<file path="config.mk">
export PLATFORM = sky130hd
export DESIGN_NAME = pipe_hazard_ctrl
export DESIGN_NICKNAME = d
export VERILOG_FILES = /design/src/rtl/riscv_pipe_pkg.sv /design/src/rtl/fwd_unit.sv /design/src/rtl/pipe_hazard_ctrl.sv
export SDC_FILE = /design/constraint.sdc
export NUM_CORES = 1
export LEC_CHECK = 0
export ABC_AREA = 1
export BUFFER_PORTS_ARGS = -buffer_cell sky130_fd_sc_hd__buf_4
export CAP_MARGIN = 20
export CORE_ASPECT_RATIO = 0.75
export CORE_MARGIN = 4
export CORE_UTILIZATION = 30
export CTS_CLUSTER_SIZE = 20
export DETAILED_ROUTE_END_ITERATION = 12
export PLACE_DENSITY = 0.51
export SYNTH_ARGS = -nofsm -noshare
export SYNTH_HDL_FRONTEND = slang
export SYNTH_HIERARCHICAL = 1
export SYNTH_SLANG_ARGS = --single-unit
</file>
<file path="constraint.sdc">
create_clock -name clk -period 1.85 [get_ports clk]
set_clock_uncertainty 0.1 [all_clocks]
set_input_delay 0.2775 -clock clk [delete_from_list [all_inputs] [get_ports clk]]
set_output_delay 0.2775 -clock clk [all_outputs]
set_load 0.05 [all_outputs]
</file>
<file path="src/rtl/riscv_pipe_pkg.sv">
// -----------------------------------------------------------------------------
// riscv_pipe_pkg
// Shared definitions for the 5-stage pipeline hazard logic:
//   - hz_state_e      : hazard-controller FSM state encodings
//   - FWD_*           : operand-forwarding select codes at the EX stage
//   - REG_X0          : index of the hard-wired zero register
//   - R_DM_NONE       : EX-stage read-dm code meaning "not a load"
//   - fwd_select()    : priority compare for one EX source operand
// -----------------------------------------------------------------------------
package riscv_pipe_pkg;

  typedef enum logic [1:0] {
    ST_RUN      = 2'd0,
    ST_MEM_WAIT = 2'd1,
    ST_REDIRECT = 2'd2,
    ST_LU_STALL = 2'd3
  } hz_state_e;

  localparam logic [1:0] FWD_REGFILE = 2'b00;
  localparam logic [1:0] FWD_EXMEM   = 2'b10;
  localparam logic [1:0] FWD_MEMWB   = 2'b01;

  localparam logic [4:0] REG_X0    = 5'd0;
  localparam logic [2:0] R_DM_NONE = 3'd0;

  // Select the freshest producer of source register rs. x0 is never
  // forwarded; the MEM-stage result is younger than WB, so it wins.
  function automatic logic [1:0] fwd_select(
    input logic       mem_w,
    input logic [4:0] mem_rd,
    input logic       wb_w,
    input logic [4:0] wb_rd,
    input logic [4:0] rs
  );
    logic [1:0] sel;
    sel = FWD_REGFILE;
    if (wb_w && (wb_rd != REG_X0) && (wb_rd == rs)) sel = FWD_MEMWB;
    if (mem_w && (mem_rd != REG_X0) && (mem_rd == rs)) sel = FWD_EXMEM;
    return sel;
  endfunction

endpackage

</file>
<file path="src/rtl/fwd_unit.sv">
// -----------------------------------------------------------------------------
// fwd_unit
// Pure combinational EX-stage operand-forwarding compare.
// Ports:
//   ex_rs1_i, ex_rs2_i     : EX-stage source registers
//   mem_rd_i, mem_w_reg_i  : EX/MEM destination and write enable
//   wb_rd_i,  wb_w_reg_i   : MEM/WB destination and write enable
//   fwd_a_o,  fwd_b_o      : operand selects (00 regfile, 10 EX/MEM, 01 MEM/WB)
// -----------------------------------------------------------------------------
module fwd_unit
  import riscv_pipe_pkg::*;
(
  input  logic [4:0] ex_rs1_i,
  input  logic [4:0] ex_rs2_i,
  input  logic [4:0] mem_rd_i,
  input  logic       mem_w_reg_i,
  input  logic [4:0] wb_rd_i,
  input  logic       wb_w_reg_i,
  output logic [1:0] fwd_a_o,
  output logic [1:0] fwd_b_o
);

  assign fwd_a_o = fwd_select(mem_w_reg_i, mem_rd_i, wb_w_reg_i, wb_rd_i, ex_rs1_i);
  assign fwd_b_o = fwd_select(mem_w_reg_i, mem_rd_i, wb_w_reg_i, wb_rd_i, ex_rs2_i);

endmodule

</file>
<file path="src/rtl/pipe_hazard_ctrl.sv">
// -----------------------------------------------------------------------------
// pipe_hazard_ctrl
// Central stall / flush / forwarding controller for the 5-stage pipeline.
// One FSM sequences load-use bubbles, taken-branch redirects and data-memory
// waits; forwarding selects come from the fwd_unit sub-module.
//
// Parameters:
//   REDIRECT_CYCLES : cycles IF/ID stays flushed after a taken branch (1..15)
//   MEM_TIMEOUT     : dmem wait cycles before the sticky timeout error (1..255)
//
// Ports:
//   clk, rst_n                       : clock, synchronous active-low reset
//   id_rs1/2, id_use_rs1/2           : ID-stage sources and use flags
//   ex_rd, ex_w_reg, ex_r_dm         : EX-stage destination, write, load code
//   ex_rs1/2, ex_branch_taken        : EX-stage sources, resolved-taken flag
//   mem_rd/mem_w_reg, wb_rd/wb_w_reg : MEM and WB destinations / writes
//   dmem_req, dmem_ready             : data-memory handshake
//   pc_en, if_id_en, id_ex_en, ex_mem_en : pipeline register load enables
//   if_id_flush, id_ex_flush         : bubble insertion
//   fwd_a, fwd_b                     : EX operand forwarding selects
//   state_o                          : current FSM state
//   mem_timeout_err                  : sticky dmem timeout, cleared by reset
//
// Optional feature (macro HAZ_PERF_CNT_EN): adds 32-bit wrapping counters
//   perf_lu_stalls, perf_redirects, perf_mem_wait_cycles.
// -----------------------------------------------------------------------------
module pipe_hazard_ctrl
  import riscv_pipe_pkg::*;
#(
  parameter int REDIRECT_CYCLES = 1,
  parameter int MEM_TIMEOUT     = 255
) (
  input  logic        clk,
  input  logic        rst_n,
  input  logic [4:0]  id_rs1,
  input  logic [4:0]  id_rs2,
  input  logic        id_use_rs1,
  input  logic        id_use_rs2,
  input  logic [4:0]  ex_rd,
  input  logic        ex_w_reg,
  input  logic [2:0]  ex_r_dm,
  input  logic [4:0]  ex_rs1,
  input  logic [4:0]  ex_rs2,
  input  logic        ex_branch_taken,
  input  logic [4:0]  mem_rd,
  input  logic [4:0]  wb_rd,
  input  logic        mem_w_reg,
  input  logic        wb_w_reg,
  input  logic        dmem_req,
  input  logic        dmem_ready,
  output logic        pc_en,
  output logic        if_id_en,
  output logic        id_ex_en,
  output logic        ex_mem_en,
  output logic        if_id_flush,
  output logic        id_ex_flush,
  output logic [1:0]  fwd_a,
  output logic [1:0]  fwd_b,
  output logic [1:0]  state_o,
  output logic        mem_timeout_err
`ifdef HAZ_PERF_CNT_EN
  ,
  output logic [31:0] perf_lu_stalls,
  output logic [31:0] perf_redirects,
  output logic [31:0] perf_mem_wait_cycles
`endif
);

  localparam logic [3:0] REDIR_LOAD  = 4'(REDIRECT_CYCLES - 1);
  localparam bit         REDIR_MULTI = (REDIRECT_CYCLES > 1);
  localparam logic [7:0] TIMEOUT     = 8'(MEM_TIMEOUT);

  hz_state_e  state_q, state_d;
  logic [3:0] redir_cnt_q, redir_cnt_d;
  logic [7:0] wait_cnt_q, wait_cnt_d;
  logic       err_q, err_d;

  logic       lu;
  logic       mw;
  logic [1:0] fwd_a_raw, fwd_b_raw;

  // Load in EX whose destination is read by the instruction in ID.
  assign lu = (ex_r_dm != R_DM_NONE) && ex_w_reg && (ex_rd != REG_X0) &&
              ((id_use_rs1 && (id_rs1 == ex_rd)) || (id_use_rs2 && (id_rs2 == ex_rd)));
  assign mw = dmem_req && !dmem_ready;

  fwd_unit u_fwd (
    .ex_rs1_i    (ex_rs1),
    .ex_rs2_i    (ex_rs2),
    .mem_rd_i    (mem_rd),
    .mem_w_reg_i (mem_w_reg),
    .wb_rd_i     (wb_rd),
    .wb_w_reg_i  (wb_w_reg),
    .fwd_a_o     (fwd_a_raw),
    .fwd_b_o     (fwd_b_raw)
  );

  assign fwd_a           = rst_n ? fwd_a_raw : FWD_REGFILE;
  assign fwd_b           = rst_n ? fwd_b_raw : FWD_REGFILE;
  assign state_o         = state_q;
  assign mem_timeout_err = err_q;

  always_comb begin
    // NOTE: every variable written here gets a default first so that no
    // path leaves it unassigned, which would infer a latch.
    state_d     = state_q;
    redir_cnt_d = redir_cnt_q;
    wait_cnt_d  = wait_cnt_q;
    err_d       = err_q;
    pc_en       = 1'b1;
    if_id_en    = 1'b1;
    id_ex_en    = 1'b1;
    ex_mem_en   = 1'b1;
    if_id_flush = 1'b0;
    id_ex_flush = 1'b0;

    case (state_q)
      ST_MEM_WAIT: begin
        // A branch or load-use seen on the release edge is picked up in RUN
        // on the next cycle if the EX stage still presents it.
        if (dmem_ready) begin
          state_d    = ST_RUN;
          wait_cnt_d = '0;
        end else begin
          pc_en     = 1'b0;
          if_id_en  = 1'b0;
          id_ex_en  = 1'b0;
          ex_mem_en = 1'b0;
          if (wait_cnt_q != TIMEOUT) wait_cnt_d = wait_cnt_q + 8'd1;
          if (wait_cnt_d == TIMEOUT) err_d = 1'b1;
        end
      end

      default: begin
        // RUN, LU_STALL and REDIRECT share one priority chain: mw > taken > lu.
        if (mw) begin
          pc_en       = 1'b0;
          if_id_en    = 1'b0;
          id_ex_en    = 1'b0;
          ex_mem_en   = 1'b0;
          state_d     = ST_MEM_WAIT;
          redir_cnt_d = '0;
        end else if (ex_branch_taken) begin
          if_id_flush = 1'b1;
          id_ex_flush = 1'b1;
          redir_cnt_d = REDIR_LOAD;
          state_d     = REDIR_MULTI ? ST_REDIRECT : ST_RUN;
        end else if (lu && (state_q == ST_RUN)) begin
          // Only RUN evaluates lu: LU_STALL has already bubbled the load, and
          // during REDIRECT the ID stage holds a flushed slot.
          pc_en       = 1'b0;
          if_id_en    = 1'b0;
          id_ex_flush = 1'b1;
          state_d     = ST_LU_STALL;
        end else if (state_q == ST_REDIRECT) begin
          if_id_flush = 1'b1;
          if (redir_cnt_q <= 4'd1) begin
            redir_cnt_d = '0;
            state_d     = ST_RUN;
          end else begin
            redir_cnt_d = redir_cnt_q - 4'd1;
          end
        end else begin
          state_d = ST_RUN;
        end
      end
    endcase

    // Reset holds the whole pipeline frozen and bubbled.
    if (!rst_n) begin
      pc_en       = 1'b0;
      if_id_en    = 1'b0;
      id_ex_en    = 1'b0;
      ex_mem_en   = 1'b0;
      if_id_flush = 1'b1;
      id_ex_flush = 1'b1;
    end
  end

  always_ff @(posedge clk) begin
    // NOTE: sequential state uses non-blocking assignments so every register
    // samples the pre-edge values regardless of statement order.
    if (!rst_n) begin
      state_q     <= ST_RUN;
      redir_cnt_q <= '0;
      wait_cnt_q  <= '0;
      err_q       <= 1'b0;
    end else begin
      state_q     <= state_d;
      redir_cnt_q <= redir_cnt_d;
      wait_cnt_q  <= wait_cnt_d;
      err_q       <= err_d;
    end
  end

`ifdef HAZ_PERF_CNT_EN
  logic        lu_bubble;
  logic        redirect_acc;
  logic [31:0] perf_lu_q, perf_red_q, perf_mw_q;

  assign lu_bubble    = (state_q == ST_RUN) && !mw && !ex_branch_taken && lu;
  assign redirect_acc = (state_q != ST_MEM_WAIT) && !mw && ex_branch_taken;

  always_ff @(posedge clk) begin
    if (!rst_n) begin
      perf_lu_q  <= '0;
      perf_red_q <= '0;
      perf_mw_q  <= '0;
    end else begin
      if (lu_bubble)                perf_lu_q  <= perf_lu_q + 32'd1;
      if (redirect_acc)             perf_red_q <= perf_red_q + 32'd1;
      if (state_q == ST_MEM_WAIT)   perf_mw_q  <= perf_mw_q + 32'd1;
    end
  end

  assign perf_lu_stalls       = perf_lu_q;
  assign perf_redirects       = perf_red_q;
  assign perf_mem_wait_cycles = perf_mw_q;
`endif

endmodule

</file>
Word level (Yosys, flattened, before mapping) --
Index checks and enable logic that the tools add are counted.
Storage, ports and cells: register bits after elaboration 15, bits of input ports 48, output and inout port bits 13, logic and storage cells 88
Cells by class: add/subtract/negate cells 2, $lt $le $gt $ge 1, equal/unequal tests 13, muxes and demuxes 42, bitwise logic cells 2, reductions and logical operators 24
Operators with widths (number):
- 8-bit two-way mux | 4
- 5-bit equality test | 6
- 1-bit two-way mux | 22
- 2-bit two-way mux | 11
- 4-bit two-way mux | 5
- 5-bit nonzero test | 3
- 1-bit logical AND | 13
- 8-bit by 1-bit adder with 8-bit output (second input constant) | 1
- 8-bit equality test (second input constant) | 1
- 8-bit inequality test (second input constant) | 1
- 6-bit by 4-bit inequality test with 1-bit output (second input constant) | 1
- 3-bit AND reduction | 2
- 3-bit nonzero test | 2
- 4-bit by 1-bit less-or-equal comparator with 1-bit output (second input constant) | 1
- 4-bit by 1-bit subtractor with 4-bit output (second input constant) | 1
- 3-bit inequality test (second input constant) | 1
- 2-bit by 1-bit equality test with 1-bit output (second input constant) | 1
- 2-bit equality test (second input constant) | 1
- 2-bit logical NOT | 1
- 2-bit inequality test (second input constant) | 1
- 1-bit NOT | 2
- 2-bit AND reduction | 1
- 1-bit logical NOT | 1
- 1-bit logical OR | 1

Longest topological paths before layout --
word-level depth 10, gate-level depth with buffers 12, gate-level depth less buffers 11

Modules after synthesis --
The synthesis kept the hierarchy.
By module, submodules not included:
- pipe_hazard_ctrl | instances 1, cells each 210, area an instance 1209.9 um^2, seq. area each 300.3 um^2
- fwd_unit | instances 1, cells each 81, area an instance 362.8 um^2, seq. area each 0.0 um^2

Worst setup path after synthesis --
OpenSTA, ideal clock, no wires.
kind register to output, start reg state_q[1] (netlist: state_o[1]), end out id_ex_en, arrival time 2.547 ns, required time 1.472 ns, path slack -1.075 ns, stages on the path, launching flop included 6, buffers on the path 1, path through dfxtp_1 -> inv_1 -> nand2_1 -> nor2_4 -> nor3b_1 -> buf_4
On the way: longest elaborated chain between the ends 3
RTL lines:
- from (decl) | line pipe_hazard_ctrl.sv:73 | hz_state_e state_q, state_d;
- from (signal assigned) | line pipe_hazard_ctrl.sv:189 | state_q <= state_d;
- 2-bit by 1-bit equality test with 1-bit output
- 1-bit two-way mux (2 in series)
- to (decl) | line pipe_hazard_ctrl.sv:53 | output logic id_ex_en,
No other way between the ends.

Worst setup path in the final report --
start reg state_q[0] (netlist: state_o[0]), end out id_ex_flush
On the way: longest elaborated chain between the ends 7, elaborated cells on any way between the ends 8, classes of those cells eq/ne: 1; mux: 5; reduce/logical: 2
RTL lines:
- 2-bit logical NOT | line pipe_hazard_ctrl.sv:148 | end else if (lu && (state_q == ST_RUN)) begin
- 1-bit logical AND | line pipe_hazard_ctrl.sv:148
- 1-bit two-way mux | line pipe_hazard_ctrl.sv:148
- 1-bit two-way mux | line pipe_hazard_ctrl.sv:143 | end else if (ex_branch_taken) begin
- 1-bit two-way mux | line pipe_hazard_ctrl.sv:136 | if (mw) begin
- 1-bit two-way mux (*) | line pipe_hazard_ctrl.sv:117 | case (state_q)
- 1-bit two-way mux (*) | line pipe_hazard_ctrl.sv:170 | if (!rst_n) begin
- to (decl) | line pipe_hazard_ctrl.sv:56 | output logic id_ex_flush,
Every way passes the cells marked *; elsewhere a longest branch is shown, timed or not.

==> tab_implementation.tex <==
\begin{tabular}{lr}
\hline
Metric & Value \\
\hline
\multicolumn{2}{l}{\textbf{Worst setup path}} \\
\quad Launching instance or port of the critical path & state\_o[0]\$\_SDFFE\_PN0P\_ \\
\quad Critical path cell sequence & nor3b\_2 > o31ai\_2 > nor2\_1 > buf\_4 > a21oi\_4 > o21ai\_4 > buf\_6 \\
\quad Largest delay share family, worst path & flip-flops \\
\quad Critical path start-end classification & reg2out \\
\quad Longest individual stage delay on the worst path & 0.35 ns \\
\quad Worst path required time & 1.47 ns \\
\quad CP Capture Type & output port \\
\quad Worst endpoint data arrival time & 1.56 ns \\
\quad Slowest CP cell & sky130\_fd\_sc\_hd\_\_dfxtp\_4 \\
\quad Worst-path fanout max & 2 \\
\quad Startpoint Class & flop \\
\quad Buffering stage count on the worst path with inverters included & 2 \\
\quad Startpoint of the worst-slack reg-to-reg timing path & wait\_cnt\_q[0]\$\_SDFFE\_PN0P\_ \\
\multicolumn{2}{l}{\textbf{Power and ir drop}} \\
\quad Maximum resistive drop on vdd & 0.315 mV \\
\quad P per Cell Area & 436 nW/um\^{}2 \\
\quad Overall power after layout & 0.997 mW \\
\quad Leakage & 1.24 nW \\
\multicolumn{2}{l}{\textbf{Finish}} \\
\quad Area of the multi-input gates & 1140 sq um \\
\quad Leading cell type in the layout, fill and taps excluded & sky130\_fd\_sc\_hd\_\_nand2\_1 \\
\quad Layout cells sized above 1 & 29.9\% \\
\quad Number of diodes & 0 \\
\quad Synthesis-to-finish area growth & 45.4\% \\
\quad Number of nets in the layout & 410 \\
\quad Number of fill cells in the layout & 559 \\
\quad Area occupied by registers & 308 sq um \\
\quad Commonest cells after routing, fill and taps aside & 109 x sky130\_fd\_sc\_hd\_\_nand2\_1, 64 x sky130\_fd\_sc\_hd\_\_buf\_4, 39 x sky130\_fd\_sc\_hd\_\_inv\_1 \\
\multicolumn{2}{l}{\textbf{Logic synthesis}} \\
\quad Synthesized area & 1570 sq um \\
\quad Cells after synthesis & 291 \\
\quad Synthesized Nets & 342 \\
\quad Count of warnings emitted by yosys & 6 \\
\quad Number of synthesized register bits & 15 \\
\quad Average instance area after synthesis & 5.40 sq um \\
\quad Post-synthesis sequential area ratio & 19.1\% \\
\quad Yosys cell types & 28 \\
\multicolumn{2}{l}{\textbf{Global route}} \\
\quad Total congestion overflow & 0 \\
\quad Antenna violations before repair & 0 \\
\quad Most used routing layer in global routing & met2 \\
\quad Global-route met2 utilization & 22.8\% \\
\quad Met1 layer usage reported by global route & 20.9\% \\
\quad Global-route track usage on met3 & 3.72\% \\
\quad Global-route usage over all layers & 14.4\% \\
\quad Global-route wire length before repair & 7820 um \\
\quad Via count of the first global-routing pass & 1711 \\
\quad Largest net degree at the start of global routing & 10 \\
\multicolumn{2}{l}{\textbf{Placed design}} \\
\quad Number of port buffers & 60 \\
\quad Dpl hpwl & 3910 um \\
\quad Worst slack after detailed placement & 0.0152 ns \\
\quad GP Congestion & 0.860 \\
\multicolumn{2}{l}{\textbf{Floorplan}} \\
\quad Die extent in y & 70.7 um \\
\quad Core footprint & 4980 sq um \\
\quad Core Rows & 22 \\
\quad Die Wd & 91.6 um \\
\quad Number of placed I/O pins & 61 \\
\quad Area enclosed by the die boundary & 6480 sq um \\
\quad Effective utilization at floorplan & 31.6\% \\
\multicolumn{2}{l}{\textbf{Timing}} \\
\quad Final setup violating endpoints & 3 \\
\quad Final Max Tran Viols & 0 \\
\quad Normalized max-slew margin & 76.1\% \\
\quad Final period utilization & 105\% \\
\quad Setup WS post-layout & -0.0883 ns \\
\quad Tightest Pin Transition & 0.356 ns \\
\quad Timing-limited maximum frequency & 516 MHz \\
\quad Unrepaired setup endpoints after global routing & yes \\
\quad Number of hold violations in the final report & 0 \\
\quad Min Clock Period, post-route & 1.94 ns \\
\multicolumn{2}{l}{\textbf{Route}} \\
\quad Remaining routing DRC violations & 0 \\
\quad Post-DR vias/cell & 4.28 \\
\quad Post-route antenna net violation count & 0 \\
\quad Wire length per cell & 10.6 um \\
\quad Initial detailed-routing violation count & 49 \\
\quad Number of vias after detailed routing & 1839 \\
\quad Drt pass-1 iters & 4 \\
\quad Total wire length & 4550 um \\
\multicolumn{2}{l}{\textbf{Clock network}} \\
\quad Insertion delay to the later sink of the worst-skew pair & 0.25 ns \\
\quad Clock transition at the registers of the reported paths & 0.06 ns \\
\quad Number of clock buffers inserted by TritonCTS & 3 \\
\quad Clk sink count & 15 \\
\quad Root Buffer Master & sky130\_fd\_sc\_hd\_\_clkbuf\_8 \\
\quad Number of H-tree levels & 1 \\
\quad CTS tree & done \\
\quad Clock Path Buffers & 2 \\
\quad Number of buffers inserted by hold repair at cts & 0 \\
\multicolumn{2}{l}{\textbf{Hold path}} \\
\quad Hold crit path type & in2reg \\
\quad Worst hold path startpoint & dmem\_ready \\
\multicolumn{2}{l}{\textbf{Outcome}} \\
\quad Run status & finished, violations left \\
\quad Failing checks & setup timing \\
\multicolumn{2}{l}{\textbf{Run}} \\
\quad Number of max-cap violations & 0 \\
\hline
\end{tabular}
tightest hold or removal path, stage by stage:
cell and delay, ns:
sky130_fd_sc_hd__buf_4 0.11, sky130_fd_sc_hd__nor2_4 0.05, sky130_fd_sc_hd__inv_1 0.07, sky130_fd_sc_hd__a21oi_1 0.06
path summary, 6_finish.rpt:
check,cells after the start,endpoint,slack (ns)
max,7,id_ex_flush,-0.09
min,4,state_o[0]$_SDFFE_PN0P_,0.26
max reg2reg,9,mem_timeout_err$_SDFFE_PN0P_,0.18
min reg2reg,2,mem_timeout_err$_SDFFE_PN0P_,0.36
state kept, by name, summed over array words and instances, names as in the netlist:
register,cells
redir_cnt_q,4
mem_timeout_err,1
state_o,2
wait_cnt_q,8
synthesized netlist by cell type (all sizes together):
| cell type | n | share of area [%] |
|---|---|---|
| o21ai | 9 | 2.9 |
| xnor2 | 7 | 3.9 |
| nor3 | 1 | 0.32 |
| nor2 | 37 | 10 |
| ha | 3 | 2.4 |
| xor2 | 4 | 2.2 |
| a21o | 1 | 0.48 |
| and3 | 1 | 0.40 |
| o21bai | 1 | 0.72 |
| nand4 | 6 | 2.4 |
| a21oi | 16 | 5.6 |
| nand3b | 1 | 0.48 |
| buf | 2 | 0.95 |
| nor3b | 2 | 0.95 |
| o31ai | 1 | 0.48 |
| inv | 49 | 12 |
| dfxtp | 15 | 19 |
| nand3 | 17 | 6.0 |
| clkbuf | 2 | 0.48 |
| nand2 | 116 | 28 |
per-stage QoR:
stage / TNS (ns) / std cells / utilization [%] / hold slack [ns] / area, sq um
floorplan: -0.0134 / 291 / - / 0.337 / 1630
global placement: 0 / 424 / 43.7 / 0.354 / 2180
detailed placement: 0 / 424 / 43.7 / 0.355 / 2180
CTS: -0.387 / 429 / 45.5 / 0.255 / 2270
global route: -0.642 / 430 / 45.9 / 0.299 / 2290
finish: -0.259 / 430 / 45.9 / 0.263 / 2290
area by class of cell:
type / instances / share of cell area, %
Clock buffer: 3 / 1.81
Clock inverter: 1 / 0.219
Inverter: 49 / 8.04
Multi-Input combinational cell: 223 / 49.9
Sequential cell: 15 / 13.5
Tap cell: 72 / 3.94
Timing Repair Buffer: 67 / 22.6
logic make-up after synthesis:
kind of cell	synth area share, %
AO/OA/AOI/OAI	10.1
XOR/XNOR	6.13
adder cells (fa/ha/maj)	2.39
buffers and inverters	13.1
flip-flops	19.1
AND/OR/NAND/NOR	49.2
report_power, final:
| part | internal, mW | switching, mW |
|---|---|---|
| Combinational | 0.175 | 0.217 |
| Sequential | 0.330 | 0.00761 |
| Clock | 0.149 | 0.119 |
| Total | 0.654 | 0.343 |
routing by layer:
layer	share of wire (%)	vias to the layer above	wire [um]
met5	0	-	0
met4	0.13	0	6
met3	6.0	2	274
met2	42	36	1910
met1	52	775	2360
li1	-	1026	-
what timing repair did:
action | CTS | global route
pin swaps | 4 | 3
resized for setup | 9 | 4
setup buffers | 1 | 1
endpoints found under the setup margin | 3 | 4
Note: power is estimated with default switching activity, not from simulation.
